--- config.mk ---
export PLATFORM = sky130hd
export DESIGN_NAME = sevseg_scan_driver
export DESIGN_NICKNAME = d
export VERILOG_FILES = /design/src/rtl/sevseg_scan_driver.sv
export SDC_FILE = /design/constraint.sdc
export NUM_CORES = 1
export LEC_CHECK = 0
export CAP_MARGIN = 20
export CORE_MARGIN = 3
export CORE_UTILIZATION = 38
export DETAILED_ROUTE_END_ITERATION = 7
export PLACE_DENSITY = 0.53
export RECOVER_POWER = 100
export SYNTH_ARGS = -nofsm -noshare
export SYNTH_HDL_FRONTEND = slang
export SYNTH_SLANG_ARGS = --single-unit
--- constraint.sdc ---
create_clock -name clk -period 6.7 [get_ports clk]
set_input_delay 1.34 -clock clk [delete_from_list [all_inputs] [get_ports clk]]
set_output_delay 1.34 -clock clk [all_outputs]
set_load 0.03 [all_outputs]
--- src/rtl/sevseg_scan_driver.sv ---
`default_nettype none
// ============================================================================
// Module  : sevseg_scan_driver
// Purpose : Time-multiplexed 7-segment scan driver with double-buffered nibbles,
//           hex decode, per-digit blink and leading-zero blanking.
//           Optional decimal point enabled by macro SEVSEG_DP_EN.
// Revision: 1.0
// ============================================================================
module sevseg_scan_driver #(
   parameter int NUM_DIGITS  = 4,
   parameter int REFRESH_DIV = 100000,
   parameter int BLINK_DIV   = 25000000
) (
   input  logic                      clk,
   input  logic                      rst_n,
   input  logic [4*NUM_DIGITS-1:0]   digits_in,
   input  logic                      load,
   input  logic [NUM_DIGITS-1:0]     blink_mask,
   input  logic                      blank_lz,
`ifdef SEVSEG_DP_EN
   input  logic [NUM_DIGITS-1:0]     dp_mask,
   output logic                      dp,
`endif
   output logic [0:6]                seg,
   output logic [NUM_DIGITS-1:0]     digit
);

   localparam int RW = (REFRESH_DIV > 1) ? $clog2(REFRESH_DIV) : 1;
   localparam int BW = (BLINK_DIV > 1) ? $clog2(BLINK_DIV) : 1;
   localparam int IW = $clog2(NUM_DIGITS);
   localparam logic [RW-1:0] REF_LAST   = RW'(REFRESH_DIV - 1);
   localparam logic [BW-1:0] BLINK_LAST = BW'(BLINK_DIV - 1);
   localparam logic [IW-1:0] IDX_LAST   = IW'(NUM_DIGITS - 1);

   logic [RW-1:0]             ref_q, ref_d;
   logic [BW-1:0]             blink_cnt_q, blink_cnt_d;
   logic                      blink_phase_q, blink_phase_d;
   logic [IW-1:0]             idx_q, idx_d;
   logic [4*NUM_DIGITS-1:0]   shadow_q, shadow_d;
   logic [4*NUM_DIGITS-1:0]   active_q, active_d;
   logic [6:0]                seg_q, seg_d;
   logic [NUM_DIGITS-1:0]     digit_q, digit_d;
   logic                      tick;
   logic                      frame_start;
   logic                      blanked;
   logic [3:0]                nib;
   logic [NUM_DIGITS-1:0]     zero_from;

   function automatic logic [6:0] decode(input logic [3:0] v);
      logic [6:0] s;
      case (v)
         4'h0: s = 7'b0000001;  4'h1: s = 7'b1001111;
         4'h2: s = 7'b0010010;  4'h3: s = 7'b0000110;
         4'h4: s = 7'b1001100;  4'h5: s = 7'b0100100;
         4'h6: s = 7'b0100000;  4'h7: s = 7'b0001111;
         4'h8: s = 7'b0000000;  4'h9: s = 7'b0000100;
         4'hA: s = 7'b0001000;  4'hB: s = 7'b1100000;
         4'hC: s = 7'b0110001;  4'hD: s = 7'b1000010;
         4'hE: s = 7'b0110000;  default: s = 7'b0111000;
      endcase
      return s;
   endfunction

   always_comb begin
      tick        = (ref_q == REF_LAST);
      ref_d       = tick ? '0 : ref_q + 1'b1;
      idx_d       = idx_q;
      if (tick) begin
         idx_d = (idx_q == IDX_LAST) ? '0 : idx_q + 1'b1;
      end
      frame_start = tick && (idx_d == '0);
      shadow_d    = load ? digits_in : shadow_q;
      // Frame start copies the pre-load shadow, so a same-edge load waits a frame.
      active_d    = frame_start ? shadow_q : active_q;
   end

   // zero_from[k]: nibbles k..top of the displayed frame are all zero.
   always_comb begin
      zero_from = '0;
      zero_from[NUM_DIGITS-1] = (active_d[4*(NUM_DIGITS-1) +: 4] == 4'd0);
      for (int k = NUM_DIGITS - 2; k >= 0; k--) begin
         zero_from[k] = (active_d[4*k +: 4] == 4'd0) && zero_from[k+1];
      end
   end

   always_comb begin
      nib     = active_d[{idx_d, 2'b00} +: 4];
      blanked = blank_lz && (idx_d != '0) && zero_from[idx_d];
      seg_d   = seg_q;
      digit_d = digit_q;
      if (tick) begin
         seg_d   = (blanked || (blink_phase_q && blink_mask[idx_d])) ? 7'b1111111 : decode(nib);
         digit_d = ~(NUM_DIGITS'(1) << idx_d);
      end
   end

   always_comb begin
      blink_cnt_d   = blink_cnt_q;
      blink_phase_d = blink_phase_q;
      if (blink_mask == '0) begin
         blink_cnt_d   = '0;
         blink_phase_d = 1'b0;
      end else if (blink_cnt_q == BLINK_LAST) begin
         blink_cnt_d   = '0;
         blink_phase_d = ~blink_phase_q;
      end else begin
         blink_cnt_d   = blink_cnt_q + 1'b1;
      end
   end

   always_ff @(posedge clk or negedge rst_n) begin
      if (!rst_n) begin
         ref_q         <= '0;
         blink_cnt_q   <= '0;
         blink_phase_q <= 1'b0;
         idx_q         <= IDX_LAST;
         shadow_q      <= '0;
         active_q      <= '0;
         seg_q         <= 7'b1111111;
         digit_q       <= '1;
      end else begin
         ref_q         <= ref_d;
         blink_cnt_q   <= blink_cnt_d;
         blink_phase_q <= blink_phase_d;
         idx_q         <= idx_d;
         shadow_q      <= shadow_d;
         active_q      <= active_d;
         seg_q         <= seg_d;
         digit_q       <= digit_d;
      end
   end

   assign seg   = seg_q;
   assign digit = digit_q;

`ifdef SEVSEG_DP_EN
   logic dp_q;

   // Decimal point follows dp_mask live; blink and blanking do not apply.
   always_ff @(posedge clk or negedge rst_n) begin
      if (!rst_n) begin
         dp_q <= 1'b1;
      end else if (tick) begin
         dp_q <= ~dp_mask[idx_d];
      end
   end

   assign dp = dp_q;
`endif

endmodule
`default_nettype wire

==> flow_metrics.py <==
metrics = {
    "global_routing": {
        "grt.total_usage": 0.1436,
        "antenna_found_initial": 0,
        "grt_pass1_vias": 2946,
        "gr-total-overflow": 0,
        "grt_first_pass_wirelength_um": 14810,
        "grt_start_max_net_pins": 66,
    },
    "yosys": {
        "synth_cells": 402,
        "netlist.top_cell.by_area": "dfrtp_1",
        "synth_ff_type": "dfrtp_1",
        "ys_types": 55,
        "yosys.area_share.xor_xnor": 0.07903,
        "synth_mux_area_frac": 0.1225,
        "ys_top_cells_by_area": "dfrtp_1, mux2_2, dfstp_2",
        "synth_compound_gate_area_share": 0.06209,
        "postSynthNetCount": 435,
        "synth_largest_type_area_fraction": 0.4234,
        "post_synth_fa_ha_maj_area_fraction": 0.02540,
        "synth.ff_latch_count": 88,
        "synth_top_family_by_area": "simple AND/OR/NAND/NOR gates",
        "post_synth_and_or_nand_nor_area_fraction": 0.1837,
        "synthMostInstantiatedCell": "dfrtp_1",
        "asyncSetResetFlopFracSynth": 1.000,
        "ys_warn_count": 0,
        "synth_area_per_cell_um2": 11.03,
        "synth.yosys.seq_area_share": 0.5004,
        "commonest_cells_in_the_netlist": "dfrtp_1, nor2_1, mux2_2",
        "post_synth_instance_area_mm2": 0.004433,
        "synth_edf_count": 0,
    },
    "critical_path": {
        "worst_ep_required_time_ns": 6.97,
        "crit_path_start": "ref_q[0]",
        "worst-setup-path-type": "register to register",
        "sort_of_element_at_the_start_of_the_critical_path": "register",
        "worstPathMaxFanout": 28,
        "crit-reg2reg-launch": "ref_q[0]",
        "worstPathArrival_ns": 5.21,
        "timing.critical_path.to_type": "register",
    },
    "hold_path": {
        "hold_path_class": "register to register",
        "hold_path.startpoint": "blink_cnt_q[0]",
    },
    "drt": {
        "drt_drc_violations_left": 0,
        "num_vias": 3039,
        "drt_pre_antenna_iters": 4,
        "post_drt_wl_per_cell_um": 15.18,
        "viasPerCell": 5.249,
        "aggregate_routed_wire_length_um": 8791,
        "detailed_route_iter0_violations": 108,
        "antenna_left": 0,
    },
    "power": {
        "peakVddDrop_uv": 104.4,
        "power_leakage_uw": 0.002260,
        "power-per-cell-area_mw_per_mm2": 230.1,
    },
    "clock_network": {
        "cts_clk_pin_slew_worst_paths_ns": 0.06,
        "clk_path_buf_depth": 2,
        "total_number_of_h_tree_levels": 3,
        "tritoncts_clock_tree": "done",
        "post_cts.repair.setup_buffers": 0,
        "clock-sinks": 88,
        "numCtsBuffers": 9,
        "cts_resized": 0,
        "clk_latency_ns": 0.34,
        "ctsHoldBuffers": 0,
        "clockRootBuffer": "clkbuf_16",
    },
    "layout": {
        "final_cell_area_excluding_filler_cells_mm2": 0.005172,
        "num_antenna_cells": 0,
        "post_route_cells_drive_above_1_share": 0.1663,
        "area.growth.synth_to_final_pct": 16.68,
        "final.fill_count": 1079,
        "num-nets-final": 467,
    },
    "timing": {
        "timing_worst_slew_pin_value_ns": 1.461,
        "max_freq_ghz": 0.2024,
        "final.min_clock_period_ns": 4.941,
        "skew_ns": 0.006294,
        "grt_setup_unrepaired": "no",
        "maxSlewViolCount": 0,
        "finalCritPeriodShare": 0.7375,
        "finalHoldViolations": 0,
        "tns_ns": 0,
        "slew_headroom": 0.02578,
        "final-setup-viol-count": 0,
    },
    "die": {
        "chipWidth_um": 114.0,
        "placement_rows": 38,
        "core_area_mm2": 0.01113,
        "ports": 35,
        "dieArea_mm2": 0.01300,
        "initial_utilization": 0.3984,
        "die-height_um": 114.0,
    },
    "run": {
        "cap_viol_max_count": 0,
    },
    "placement": {
        "placement.io_buffers": 34,
        "final_weighted_congestion_of_routability_driven_global_placement": 0.8670,
        "hpwlAfterDp_um": 6228,
        "placed_cell_area_mm2": 0.004876,
    },
    "status": {
        "status": "complete, no violations",
    },
}
[stage by stage]
stage                     hold slack (ns)  worst slack (ns)  total power (µW)  utilization  instances
after floorplan                    0.4473             3.362             643.7            -        402
after global placement             0.4697             2.914             681.4       0.4383        563
after detailed placement           0.4765             2.845             684.8       0.4383        563
after CTS                          0.4852             2.812              1208       0.4660        579
after global routing               0.5008             1.327              1241       0.4649        579
final                              0.4802             1.759              1190       0.4649        579
[final timing paths]
path	slack, ns	end	cells past startpoint
worst max register to register	1.76	seg[1]	13
max in group asynchronous	3.98	blink_cnt_q[12]	2
worst min register to register	0.48	blink_cnt_q[0]	1
worst max-delay path	1.76	seg[1]	13
worst min-delay path	0.48	blink_cnt_q[0]	1
min in group asynchronous	1.24	ref_q[11]	1
[per-layer routing]
| layer | routed length, µm | vias up | GRT usage | part of all wire |
|---|---|---|---|---|
| met5 | 0 | - | 0 | 0 |
| met4 | 170 | 0 | 0.06572 | 0.019 |
| met3 | 284 | 11 | 0.02706 | 0.032 |
| met2 | 3852 | 42 | 0.2104 | 0.44 |
| met1 | 4484 | 1487 | 0.2062 | 0.51 |
| li1 | - | 1499 | - | - |
[state kept, by name (all words and copies together), names as in the netlist]
name	cells
idx_q	2
digit	4
active_q	16
blink_cnt_q	25
blink_phase_q	1
seg	7
ref_q	17
shadow_q	16
[critical path, stage by stage (launching register included)]
cell	delay (ns)
dfrtp_1	0.38
ha_1	0.21
and4_1	0.31
and4_1	0.21
clkbuf_1	0.95
nand2_1	0.84
mux2_2	0.53
o221ai_1	0.18
nand2_1	0.19
inv_1	0.15
ha_1	0.24
o21ai_0	0.25
a21oi_1	0.07
o32a_1	0.36
[power by group]
part / internal [µW] / switching [µW]
clock network: 310 / 207
logic: 42.6 / 36.6
registers: 564 / 29.8
total: 917 / 274
[area by class of cell]
| class | count | area [µm²] | area share |
|---|---|---|---|
| clock buffer | 12 | 256.5 | 0.04959 |
| clock inverter | 4 | 52.55 | 0.01016 |
| inverter | 9 | 33.78 | 0.006531 |
| multi-input combinational | 290 | 2091 | 0.4042 |
| sequential | 88 | 2218 | 0.4289 |
| tap | 140 | 175.2 | 0.03387 |
| timing repair buffer | 36 | 345.3 | 0.06676 |
[kinds of logic after synthesis]
family          Yosys count
compound gates           37
xor+xnor                 40
fa+ha+maj                 9
buf+inv                  24
flops                    88
mux                      48
simple gates            156
[placed cells by master, fill, tap and decap left out, types with 3 or more instances in the layout]
cell type	n
mux2_2	36
o22ai_1	3
nand4_1	9
nor2_1	53
dfstp_2	13
xor2_1	23
mux2i_1	9
clkbuf_16	9
clkbuf_1	3
o21ai_0	4
nor3_1	5
and4_1	4
clkdlybuf4s50_1	20
dlygate4sd3_1	13
a31oi_1	4
dfrtp_1	75
nand3_1	20
nand2_1	24
o32a_1	3
and3_1	8
a21oi_1	8
xnor2_1	17
inv_1	9
ha_1	9
nor4_1	9
o221ai_1	5
(Power assumes the default switching activity.)
